<file path="config.mk">
export PLATFORM = sky130hd
export DESIGN_NAME = mux_nto1_stream
export DESIGN_NICKNAME = d
export VERILOG_FILES = /design/src/rtl/mux_nto1_stream.sv
export SDC_FILE = /design/constraint.sdc
export NUM_CORES = 1
export LEC_CHECK = 0
export BUFFER_PORTS_ARGS = -buffer_cell sky130_fd_sc_hd__buf_2
export CORE_ASPECT_RATIO = 0.6
export CORE_MARGIN = 10
export CORE_UTILIZATION = 32
export CTS_BUF_LIST = sky130_fd_sc_hd__clkbuf_4 sky130_fd_sc_hd__clkbuf_8
export CTS_CLUSTER_SIZE = 20
export DETAILED_ROUTE_END_ITERATION = 8
export SLEW_MARGIN = 20
export SYNTH_ARGS = -nofsm -noshare
export SYNTH_HDL_FRONTEND = slang
export SYNTH_SLANG_ARGS = --single-unit
</file>
<file path="constraint.sdc">
create_clock -name clk -period 3.7 [get_ports clk]
set_input_delay 0.185 -clock clk [delete_from_list [all_inputs] [get_ports clk]]
set_output_delay 0.185 -clock clk [all_outputs]
set_load 0.1 [all_outputs]
</file>
<file path="src/rtl/mux_nto1_stream.sv">
// mux_nto1_stream: N-channel streaming multiplexer with valid/ready handshakes,
// a registered output stage and packet locking. A channel is chosen either by
// an external select or by a per-packet round-robin arbiter. Once a packet has
// started, its channel keeps the grant until the beat carrying in_last.
module mux_nto1_stream #(
    parameter  int N  = 4,
    parameter  int W  = 8,
    localparam int SW = $clog2(N)
) (
    input  logic           clk,
    input  logic           rst,
    input  logic [N*W-1:0] in_data,
    input  logic [N-1:0]   in_valid,
    input  logic [N-1:0]   in_last,
    output logic [N-1:0]   in_ready,
    input  logic           mode,
    input  logic [SW-1:0]  sel,
    output logic [W-1:0]   out_data,
    output logic           out_valid,
    output logic           out_last,
    output logic [SW-1:0]  out_chan,
    input  logic           out_ready
);

    localparam logic [SW:0] NL = (SW+1)'(N);

    typedef enum logic {
        ST_OPEN,
        ST_LOCKED
    } lock_state_t;

    lock_state_t   r_state, w_state_nxt;
    logic [SW-1:0] r_lock_chan, w_lock_chan_nxt;
    logic [SW-1:0] r_ptr, w_ptr_nxt;

    logic          r_out_valid;
    logic [W-1:0]  r_out_data;
    logic          r_out_last;
    logic [SW-1:0] r_out_chan;

    logic          w_adv;
    logic          w_gnt_vld;
    logic [SW-1:0] w_gnt_idx;
    logic [W-1:0]  w_gnt_data;
    logic          w_gnt_last;
    logic          w_xfer;

    assign w_adv  = !r_out_valid || out_ready;
    assign w_xfer = w_adv && w_gnt_vld && in_valid[w_gnt_idx];

    // Grant selection: lock first, then external select or round-robin search.
    always_comb begin
        logic [SW:0] v_sum;
        w_gnt_vld = 1'b0;
        w_gnt_idx = '0;
        v_sum     = '0;
        if (rst) begin
            w_gnt_vld = 1'b0;
        end else if (r_state == ST_LOCKED) begin
            w_gnt_vld = 1'b1;
            w_gnt_idx = r_lock_chan;
        end else if (!mode) begin
            for (int unsigned i = 0; i < N; i++) begin
                if (sel == SW'(i) && in_valid[i]) begin
                    w_gnt_vld = 1'b1;
                    w_gnt_idx = SW'(i);
                end
            end
        end else begin
            // Walk offsets from far to near so the candidate closest to r_ptr wins.
            for (int unsigned k = N; k > 0; k--) begin
                v_sum = {1'b0, r_ptr} + (SW+1)'(k - 1);
                if (v_sum >= NL) begin
                    v_sum = v_sum - NL;
                end
                if (in_valid[v_sum[SW-1:0]]) begin
                    w_gnt_vld = 1'b1;
                    w_gnt_idx = v_sum[SW-1:0];
                end
            end
        end
    end

    // Data/last mux and one-hot ready for the granted channel.
    always_comb begin
        w_gnt_data = '0;
        w_gnt_last = 1'b0;
        in_ready   = '0;
        for (int unsigned i = 0; i < N; i++) begin
            if (w_gnt_idx == SW'(i)) begin
                w_gnt_data = in_data[i*W +: W];
                w_gnt_last = in_last[i];
                in_ready[i] = w_gnt_vld && w_adv;
            end
        end
    end

    // Lock / pointer next-state logic.
    always_comb begin
        logic [SW:0] v_inc;
        w_state_nxt     = r_state;
        w_lock_chan_nxt = r_lock_chan;
        w_ptr_nxt       = r_ptr;
        v_inc           = {1'b0, w_gnt_idx} + (SW+1)'(1);
        if (v_inc >= NL) begin
            v_inc = '0;
        end
        if (w_xfer) begin
            if (w_gnt_last) begin
                w_state_nxt = ST_OPEN;
                if (mode) begin
                    w_ptr_nxt = v_inc[SW-1:0];
                end
            end else begin
                w_state_nxt     = ST_LOCKED;
                w_lock_chan_nxt = w_gnt_idx;
            end
        end
    end

    // Lock state and round-robin pointer registers.
    always_ff @(posedge clk or posedge rst) begin
        if (rst) begin
            r_state     <= ST_OPEN;
            r_lock_chan <= '0;
            r_ptr       <= '0;
        end else begin
            r_state     <= w_state_nxt;
            r_lock_chan <= w_lock_chan_nxt;
            r_ptr       <= w_ptr_nxt;
        end
    end

    // Output register: refills whenever empty or being drained.
    always_ff @(posedge clk or posedge rst) begin
        if (rst) begin
            r_out_valid <= 1'b0;
            r_out_data  <= '0;
            r_out_last  <= 1'b0;
            r_out_chan  <= '0;
        end else if (w_adv) begin
            r_out_valid <= w_xfer;
            if (w_xfer) begin
                r_out_data <= w_gnt_data;
                r_out_last <= w_gnt_last;
                r_out_chan <= w_gnt_idx;
            end
        end
    end

    assign out_valid = r_out_valid;
    assign out_data  = r_out_data;
    assign out_last  = r_out_last;
    assign out_chan  = r_out_chan;

endmodule
</file>
==> reports/qor.csv <==
metric;value;unit
# DRC;0;
post-synthesis compound-gate area fraction;0.2904;
post-route insts no fill;279;
CP endpoint kind;register;
Mapped Cells;156;
fillers;440;
placement row count;18;
MaxCap Viol Count;0;
number of buffers added on ports;61;
drt initial violations;89;
clk buf depth;2;
Die X;105.4;um
synthesized cell area;1400;um^2
Die Area;7508;um^2
grt total ovfl;0;
reg2reg path depth;12;
global-route wire length before repair;6906;um
DRT Pass-1 Iters;4;
Adder-Cell Fraction of Synth Area;0.03575;
RSZ-0062 raised after global routing;no;
Sink Count;17;
number of synthesized flops with an enable pin;0;
part of the Yosys area used for sequential elements;0.3038;
core area;4167;um^2
WL final;4353;um
nets;270;
mux cell area share after synthesis;0.1591;
dpl hpwl;3673;um
DR vias;1366;
number of setup violations in the final report;0;
PwrDens;861.0;nW/um^2
dpl ws;0.1918;ns
CP Cell Sequence;mux2i_1 -> o221ai_2 -> and2_1 -> o41ai_2 -> inv_1 -> ha_1 -> nor2b_1 -> a221o_1 -> a22oi_1 -> and3b_1 -> o211ai_1 -> mux2_2;
simple-gate share of the synthesized area;0.1537;
Syn Area/Cell;8.975;um^2
R2R Path End;r_ptr[0]$_DFFE_PP0P_;
Worst Path Max Fanout;8;
RR Startpoint;r_ptr[1]$_DFFE_PP0P_;
Pins Over Slew Limit;0;
syn_nets;206;
initial core utilization;0.3360;
prevailing post-synth register cell;dfrtp_1;
Worst Hold Class;input pin to async pin;
static leakage power;0.9378;nW
headroom to the max-slew limit;0.6507;
Worst-Skew Late Latency;0.25;ns
setup TNS;0;ns
per-cell routed wire length;15.60;um
initial antenna violation count;0;
worst setup margin;0.3119;ns
# placed instances;275;
Clock H-tree levels;1;
minimum clock period after layout;3.388;ns
Routed Antenna Nets;0;
area grow syn2layout;31.64;%
root buffer cell;clkbuf_8;
P_sw;929.9;uW
Seq cells post-synth;17;
largest family of logic cells by synthesized area;compound AO/OA/AOI/OAI gates;
CTS buffer count;3;
Chip Height;71.24;um
cts hold-fix bufs;0;
Crit. Startpoint;r_ptr[1]$_DFFE_PP0P_;
status;finished clean;
R2R Setup Slk;0.31;ns
largest net degree at the start of global routing;19;
Antenna diodes;0;
Worst path max stage delay;0.42;ns
Final Hold Vio Count;0;
Final period util;0.9157;
Ports;62;
clock-pin slew on the worst setup and hold paths;0.06;ns
post-synthesis xor/xnor area fraction;0;
critical path class;register to register;
CP arrival;3.52;ns
Synth async-reset ratio;1.000;
switch share;0.5860;
Layout Skew;0.0008117;ns
area of the multi-input gates;902.1;um^2
CP max-delay cell;dfrtp_1;
share of cells above drive strength 1;0.3973;
Least-Margin Pin Slew;0.5229;ns
CTS tree;yes;
Fmax;295.2;MHz
via density per instance;4.896;
critical path startpoint category;register;
Placer Congestion;0.9090;
Worst EP required;3.84;ns
Clk pwr share;0.090;
GRT Overall Usage;0.1107;
Yosys Warn Count;0;
Int Pwr;657.0;uW
Logic pwr share;0.689;
vias in the first global route;1376;
peak supply drop;386.6;uV
sequential power share;0.220;
FF+latch area;425.4;um^2
CP Capture Point;r_ptr[0]$_DFFE_PP0P_;
Cell variety after synth;41;
## stage by stage
step           area (um^2)  hold slack, ns  power [mW]    util
2_1_floorplan         1400          0.1254       1.228       -
3_3_place_gp          1787          0.3240       1.446  0.4288
3_5_place_dp          1787          0.3197       1.450  0.4288
4_1_cts               1836         0.04563       1.598  0.4405
5_1_grt               1843         0.07731       1.694  0.4423
6_report              1843         0.05134       1.587  0.4423
## cells by family (layout without fill, tap and decap cells)
group | Yosys count | count (layout)
simple gates | 42 | 42
mux | 18 | 18
compound gates | 56 | 56
flops | 17 | 17
fa+ha+maj | 4 | 4
buf+inv | 19 | 82
## cell type report
type / count / share of cell area
Timing Repair Buffer: 67 / 0.1901
Multi-Input combinational cell: 120 / 0.4895
Clock buffer: 4 / 0.02648
Tap cell: 60 / 0.04073
Inverter: 11 / 0.02240
Sequential cell: 17 / 0.2308
## layout by cell type (no fill, tap or decap), drive strengths merged, types with 4 or more instances in the layout
cell type   n
a21oi      16
a22oi       8
and2        6
buf        67
clkbuf      4
dfrtp      17
ha          4
inv        11
mux2       13
mux2i       5
nand2      13
nor2        9
o21ai      14
## worst max-delay path, delay by kind of cell, from the launching register on
family / cells / cell delay, ns
compound gates: 5 / 1.22
fa+ha+maj: 1 / 0.25
buf+inv: 1 / 0.12
flops: 1 / 0.42
mux: 2 / 0.60
simple gates: 3 / 0.66
## power groups by stage
stage               Clock, mW  Sequential, mW  Combinational (mW)
finish                  0.144           0.349                1.09
global route            0.156           0.367                1.17
CTS                     0.150           0.349                1.10
detailed placement          0           0.352                1.10
global placement            0           0.351                1.09
floorplan                   0           0.779               0.449
## worst min-delay path by stage
stage	start	endpoint	slack [ns]
after floorplan	rst	out_chan[0]$_DFFE_PP0P_	0.13
after global placement	rst	out_valid$_DFFE_PP0P_	0.32
after detailed placement	rst	r_state$_DFFE_PP0P_	0.32
after CTS	rst	r_state$_DFFE_PP0P_	0.05
after global routing	rst	r_state$_DFFE_PP0P_	0.08
final	rst	r_state$_DFFE_PP0P_	0.05
## sequential cells by signal, summed over array words and instances (netlist names)
| signal | count |
|---|---|
| r_ptr | 2 |
| out_last | 1 |
| out_valid | 1 |
| r_lock_chan | 2 |
| out_chan | 2 |
| r_state | 1 |
| out_data | 8 |
## Yosys cell counts (2+ instances only)
| cell type | n | area, um^2 |
|---|---|---|
| a2111oi_2 | 2 | 30.03 |
| o211ai_1 | 2 | 15.01 |
| ha_1 | 4 | 50.05 |
| a21oi_1 | 16 | 80.08 |
| nand3_1 | 2 | 10.01 |
| nand2b_1 | 3 | 18.77 |
| clkbuf_1 | 6 | 22.52 |
| nand3b_1 | 2 | 15.01 |
| inv_1 | 11 | 41.29 |
| a22oi_1 | 8 | 60.06 |
| mux2i_1 | 5 | 50.05 |
| mux2_4 | 7 | 105.1 |
| dfrtp_1 | 17 | 425.4 |
| and2_1 | 6 | 37.54 |
| nor2b_1 | 2 | 12.51 |
| o21ai_0 | 13 | 65.06 |
| mux2_1 | 5 | 56.30 |
| o221ai_2 | 2 | 30.03 |
| nand2_1 | 13 | 48.80 |
| nor2_1 | 9 | 33.78 |
## per-layer routing
| layer | track usage | up-vias | share of wire |
|---|---|---|---|
| li1 | - | 706 | - |
| met1 | 0.1605 | 602 | 0.54 |
| met2 | 0.1354 | 56 | 0.35 |
| met3 | 0.05268 | 2 | 0.10 |
| met4 | 0.03485 | 0 | 0.0078 |
| met5 | 0 | - | 0 |
## repair_timing
action,CTS,global route
setup endpoints to repair,0,3
resized for setup,0,1
setup buffers,0,0
(Power assumes the default switching activity.)
